===== config.mk =====
export PLATFORM = sky130hd
export DESIGN_NAME = twisted_ring_counter
export DESIGN_NICKNAME = d
export VERILOG_FILES = /design/src/rtl/twisted_ring_counter.sv
export SDC_FILE = /design/constraint.sdc
export NUM_CORES = 1
export LEC_CHECK = 0
export ABC_CLOCK_PERIOD_IN_PS = 1050
export CAP_MARGIN = 25
export CORE_MARGIN = 4
export CORE_UTILIZATION = 35
export CTS_BUF_LIST = sky130_fd_sc_hd__clkbuf_4 sky130_fd_sc_hd__clkbuf_8
export CTS_CLUSTER_DIAMETER = 100
export CTS_CLUSTER_SIZE = 8
export DETAILED_ROUTE_END_ITERATION = 8
export HOLD_SLACK_MARGIN = 0.15
export PLACE_DENSITY = 0.75
export SYNTH_ARGS = -nofsm -noshare
export SYNTH_HDL_FRONTEND = slang
export SYNTH_SLANG_ARGS = --single-unit

===== constraint.sdc =====
create_clock -name Clock -period 1.05 [get_ports Clock]
set_clock_uncertainty 0.15 [all_clocks]
set_input_delay 0.105 -clock Clock [delete_from_list [all_inputs] [get_ports Clock]]
set_output_delay 0.105 -clock Clock [all_outputs]
set_load 0.01 [all_outputs]

===== src/rtl/twisted_ring_counter.sv =====
// Johnson (twisted-ring) or plain ring shift counter with up/down step, load, decode and wrap pulse.
// Optional macro SELF_CORRECT_EN: an illegal register value is forced back to the seed on the next edge.
module twisted_ring_counter #(
    parameter int WIDTH = 4,
    parameter int RING  = 0,
    localparam int STATES = (RING != 0) ? WIDTH : 2 * WIDTH,
    localparam int IW     = $clog2(STATES)
) (
    input  logic              Clock,
    input  logic              Reset,
    input  logic              Enable,
    input  logic              Up,
    input  logic              Load,
    input  logic [WIDTH-1:0]  Load_value,
    output logic [WIDTH-1:0]  Count_out,
    output logic [STATES-1:0] Decode_out,
    output logic [IW-1:0]     Index_out,
    output logic              Wrap,
    output logic              Invalid
);

    localparam logic [WIDTH-1:0] SEED = {{(WIDTH-1){1'b0}}, (RING != 0)};
    localparam logic [IW-1:0]    LAST = IW'(STATES - 1);

    logic [WIDTH-1:0]  r_count;
    logic              r_wrap;
    logic              w_valid;
    logic [IW-1:0]     w_index;
    logic [STATES-1:0] w_decode;
    logic [WIDTH-1:0]  w_next;
    logic              w_wrap_step;

    // Register pattern that represents state index k.
    function automatic logic [WIDTH-1:0] state_pattern(input int k);
        logic [WIDTH-1:0] p;
        p = '0;
        for (int b = 0; b < WIDTH; b++) begin
            if (RING != 0)
                p[b] = (b == k);
            else if (k <= WIDTH)
                p[b] = (b < k);
            else
                p[b] = (b >= k - WIDTH);
        end
        return p;
    endfunction

    function automatic logic [WIDTH-1:0] step_fwd(input logic [WIDTH-1:0] q);
        if (RING != 0)
            return {q[WIDTH-2:0], q[WIDTH-1]};
        else
            return {q[WIDTH-2:0], ~q[WIDTH-1]};
    endfunction

    function automatic logic [WIDTH-1:0] step_rev(input logic [WIDTH-1:0] q);
        if (RING != 0)
            return {q[0], q[WIDTH-1:1]};
        else
            return {~q[0], q[WIDTH-1:1]};
    endfunction

    always_comb begin
        w_valid = 1'b0;
        w_index = '0;
        for (int k = 0; k < STATES; k++) begin
            if (r_count == state_pattern(k)) begin
                w_valid = 1'b1;
                w_index = IW'(k);
            end
        end
    end

    always_comb begin
        w_decode = '0;
        if (w_valid)
            w_decode[w_index] = 1'b1;
    end

    // Step from an illegal pattern still shifts, but never signals a boundary crossing.
    always_comb begin
        w_next      = Up ? step_fwd(r_count) : step_rev(r_count);
        w_wrap_step = w_valid && (Up ? (w_index == LAST) : (w_index == '0));
    end

    always_ff @(posedge Clock) begin
        if (!Reset) begin
            r_count <= SEED;
            r_wrap  <= 1'b0;
        end else if (Load) begin
            r_count <= Load_value;
            r_wrap  <= 1'b0;
        end
`ifdef SELF_CORRECT_EN
        else if (!w_valid) begin
            r_count <= SEED;
            r_wrap  <= 1'b0;
        end
`endif
        else if (Enable) begin
            r_count <= w_next;
            r_wrap  <= w_wrap_step;
        end else begin
            r_wrap  <= 1'b0;
        end
    end

    assign Count_out  = r_count;
    assign Decode_out = w_decode;
    assign Index_out  = w_index;
    assign Wrap       = r_wrap;
    assign Invalid    = ~w_valid;

endmodule


==> flow_summary.ini <==
[yosys]
synth_area_um2 = 474
synth_top_cell_area_share_pct = 21.1
synth.area.mux_share_pct = 12.7
synthSimpleGateAreaFrac_pct = 33.8
seq_area_frac_synth_pct = 21.1
synth_top_area_cell = dfxtp_1
synth-edff-count = 0
syn_nets = 70
synth-xor-area-share_pct = 3.69
synth.distinct_cells = 29
async_flop_share_pct = 0
synth_ff_type = dfxtp_1
synth_compound_area_share_pct = 16.6
synthAdderAreaFrac_pct = 0
synth_top_family_by_area = simple AND/OR/NAND/NOR gates
synthCells = 61
synthTopCellsByArea = dfxtp_1, mux2i_1, buf_4, nand2_1, nor2_1
syn_area_per_cell_um2 = 7.77
ys_ff_latch = 5
yosys_warnings = 0

[setup_path]
endpoint_kind = output pin
r2r_slack_ns = -0.24
critPathArrivalTime_ns = 1.21
start_kind = flop
critPathKind = reg -> out
worstPathRequired_ns = 0.79
r2r_cells = 5
crit_fanout = 11

[placed_design]
dpl.hpwl_um = 1170
portBuffers = 25
place_inst = 106
gp_congestion = 0.876

[sta]
hold_viol = 0
final.min_clock_period_ns = 1.47
timing.final.max_slew_violations = 0
rsz0062_at_grt = true
setup_ws_ns = -0.419
final.period_utilization_pct = 140
slew_headroom_pct = 69.3
timing.fmax_ghz = 0.681
setup_viol_count_final = 21
tightestPinTransition_ns = 0.460

[final_layout]
fin_nets = 116
n_antenna_cell = 0
multi_input_area_um2 = 447
syn_to_final_growth_pct = 115
drive_gt1_share_pct = 70.8
fin_cells = 121
layout.area.seq_um2 = 115
fill_cells = 89

[global_route]
grt_pass1_vias = 633
grt_pass1_wl_um = 2940
grt_max_degree = 13
gr-usage-all-layers_pct = 20.2
grt-ovfl-total = 0
antenna_found_initial = 0

[clocking]
tritoncts = yes
clock_latency_ns = 0.26
h-tree-depth = 1
cts_hold_buf = 0
clk_pin_slew_worst_paths_ns = 0.05
clock_sinks = 5
cts-root-buf = clkbuf_4
cts_max_path_buffers = 2
numCtsBuffers = 3

[status]
violations = setup timing
status = complete, but fails checks

[routing]
top_layer = met4
met2_length_um = 1100
dr.pass1.iters = 4
wl_met3_um = 115
first_iter_violations = 11
vias = 638
routedWlPerCell_um = 16.1
wl_met1_um = 711
drcViolationCount = 0
finalWirelength_um = 1950
ant_nets = 0
viasPerCell = 5.27

[floorplan]
start_util_pct = 36.9
die_area_um2 = 2010
core_area_um2 = 1280
die_h_um = 44.8
io_pins = 26
die_w_um = 44.8
num_rows = 13

[pwr]
power.total_uw = 943
cellLeakagePower_uw = 0.000457
ir_worst_vdd_uv = 573
powerDensity_nw_per_um2 = 925

[job]
cap_violations = 0

[min_path]
holdPathStages = 3
hp-class = in -> reg
critical path: stages (launching register included):
cell     delay [ns]
dfxtp_4        0.38
buf_4          0.15
nor4_4         0.24
buf_2          0.19
cell usage after synthesis, types with 2 or more instances:
library cell / count
nor2_1: 6
buf_4: 4
nand4_1: 2
mux2i_1: 6
o21ai_0: 2
nor3_1: 2
o21ai_1: 3
dfxtp_1: 5
nand3_1: 3
nand2_1: 6
inv_1: 2
nand2b_1: 3
layout by cell type, fill, tap and decap left out, drive strengths merged, types with 3 or more instances in the layout:
master,netlist,routed
clkdlybuf4s50,0,7
buf,6,37
o21ai,5,5
nand2b,3,3
clkbuf,0,5
nor2,6,6
mux2i,6,6
nand3,4,4
inv,3,3
dfxtp,5,5
nand2,6,6
where the power goes:
part           leakage (uW)  total [uW]  switching [uW]  internal, uW
combinational      0.000395         440             197           243
sequential        0.0000438         236            34.0           201
clock             0.0000184         268            97.3           171
path summary, 6_finish.rpt:
kind | to | startpoint
max | Decode_out[0] | Count_out[1]
min reg2reg | Wrap | Count_out[1]
min | Wrap | Up
max reg2reg | Wrap | Count_out[0]
per-layer routing:
metal / vias up / track usage, %
met4: 0 / 7.02
met5: - / 0
met1: 310 / 21.5
met3: 2 / 3.98
li1: 303 / -
met2: 23 / 39.0
registers in the layout, indices dropped and copies added (netlist names):
signal and count:
Count_out 4, Wrap 1
timing repair:
action,CTS,global route
pin swaps,9,8
buffers inserted,9,6
gates resized for setup,88,21
endpoints found under the setup margin,22,22
cells by family (layout without fill, tap and decap cells):
| kind of cell | Yosys count | after routing |
|---|---|---|
| AND/OR/NAND/NOR | 29 | 29 |
| AO/OA/AOI/OAI | 10 | 10 |
| buffers and inverters | 9 | 54 |
| multiplexers | 6 | 6 |
| flip-flops | 5 | 5 |
| XOR/XNOR | 2 | 2 |
area by class of cell:
| cell class | count | area share [%] |
|---|---|---|
| Multi-Input combinational cell | 47 | 43.8 |
| Timing Repair Buffer | 47 | 38.8 |
| Tap cell | 15 | 1.84 |
| Sequential cell | 5 | 11.3 |
| Clock buffer | 4 | 2.94 |
| Inverter | 3 | 1.35 |
through the flow:
stage / setup TNS [ns] / hold WS (ns) / cell area, um2 / util, % / setup WS, ns
detailed placement: -7.97 / 0.556 / 822 / 64.0 / -0.519
global placement: -7.53 / 0.532 / 822 / 64.0 / -0.492
global route: -6.37 / 0.281 / 1020 / 79.4 / -0.428
floorplan: -0.0277 / 0.0285 / 528 / - / -0.0214
CTS: -4.92 / 0.305 / 941 / 73.2 / -0.380
finish: -5.51 / 0.275 / 1020 / 79.4 / -0.419
No activity file was read; power rests on OpenSTA's default activity.
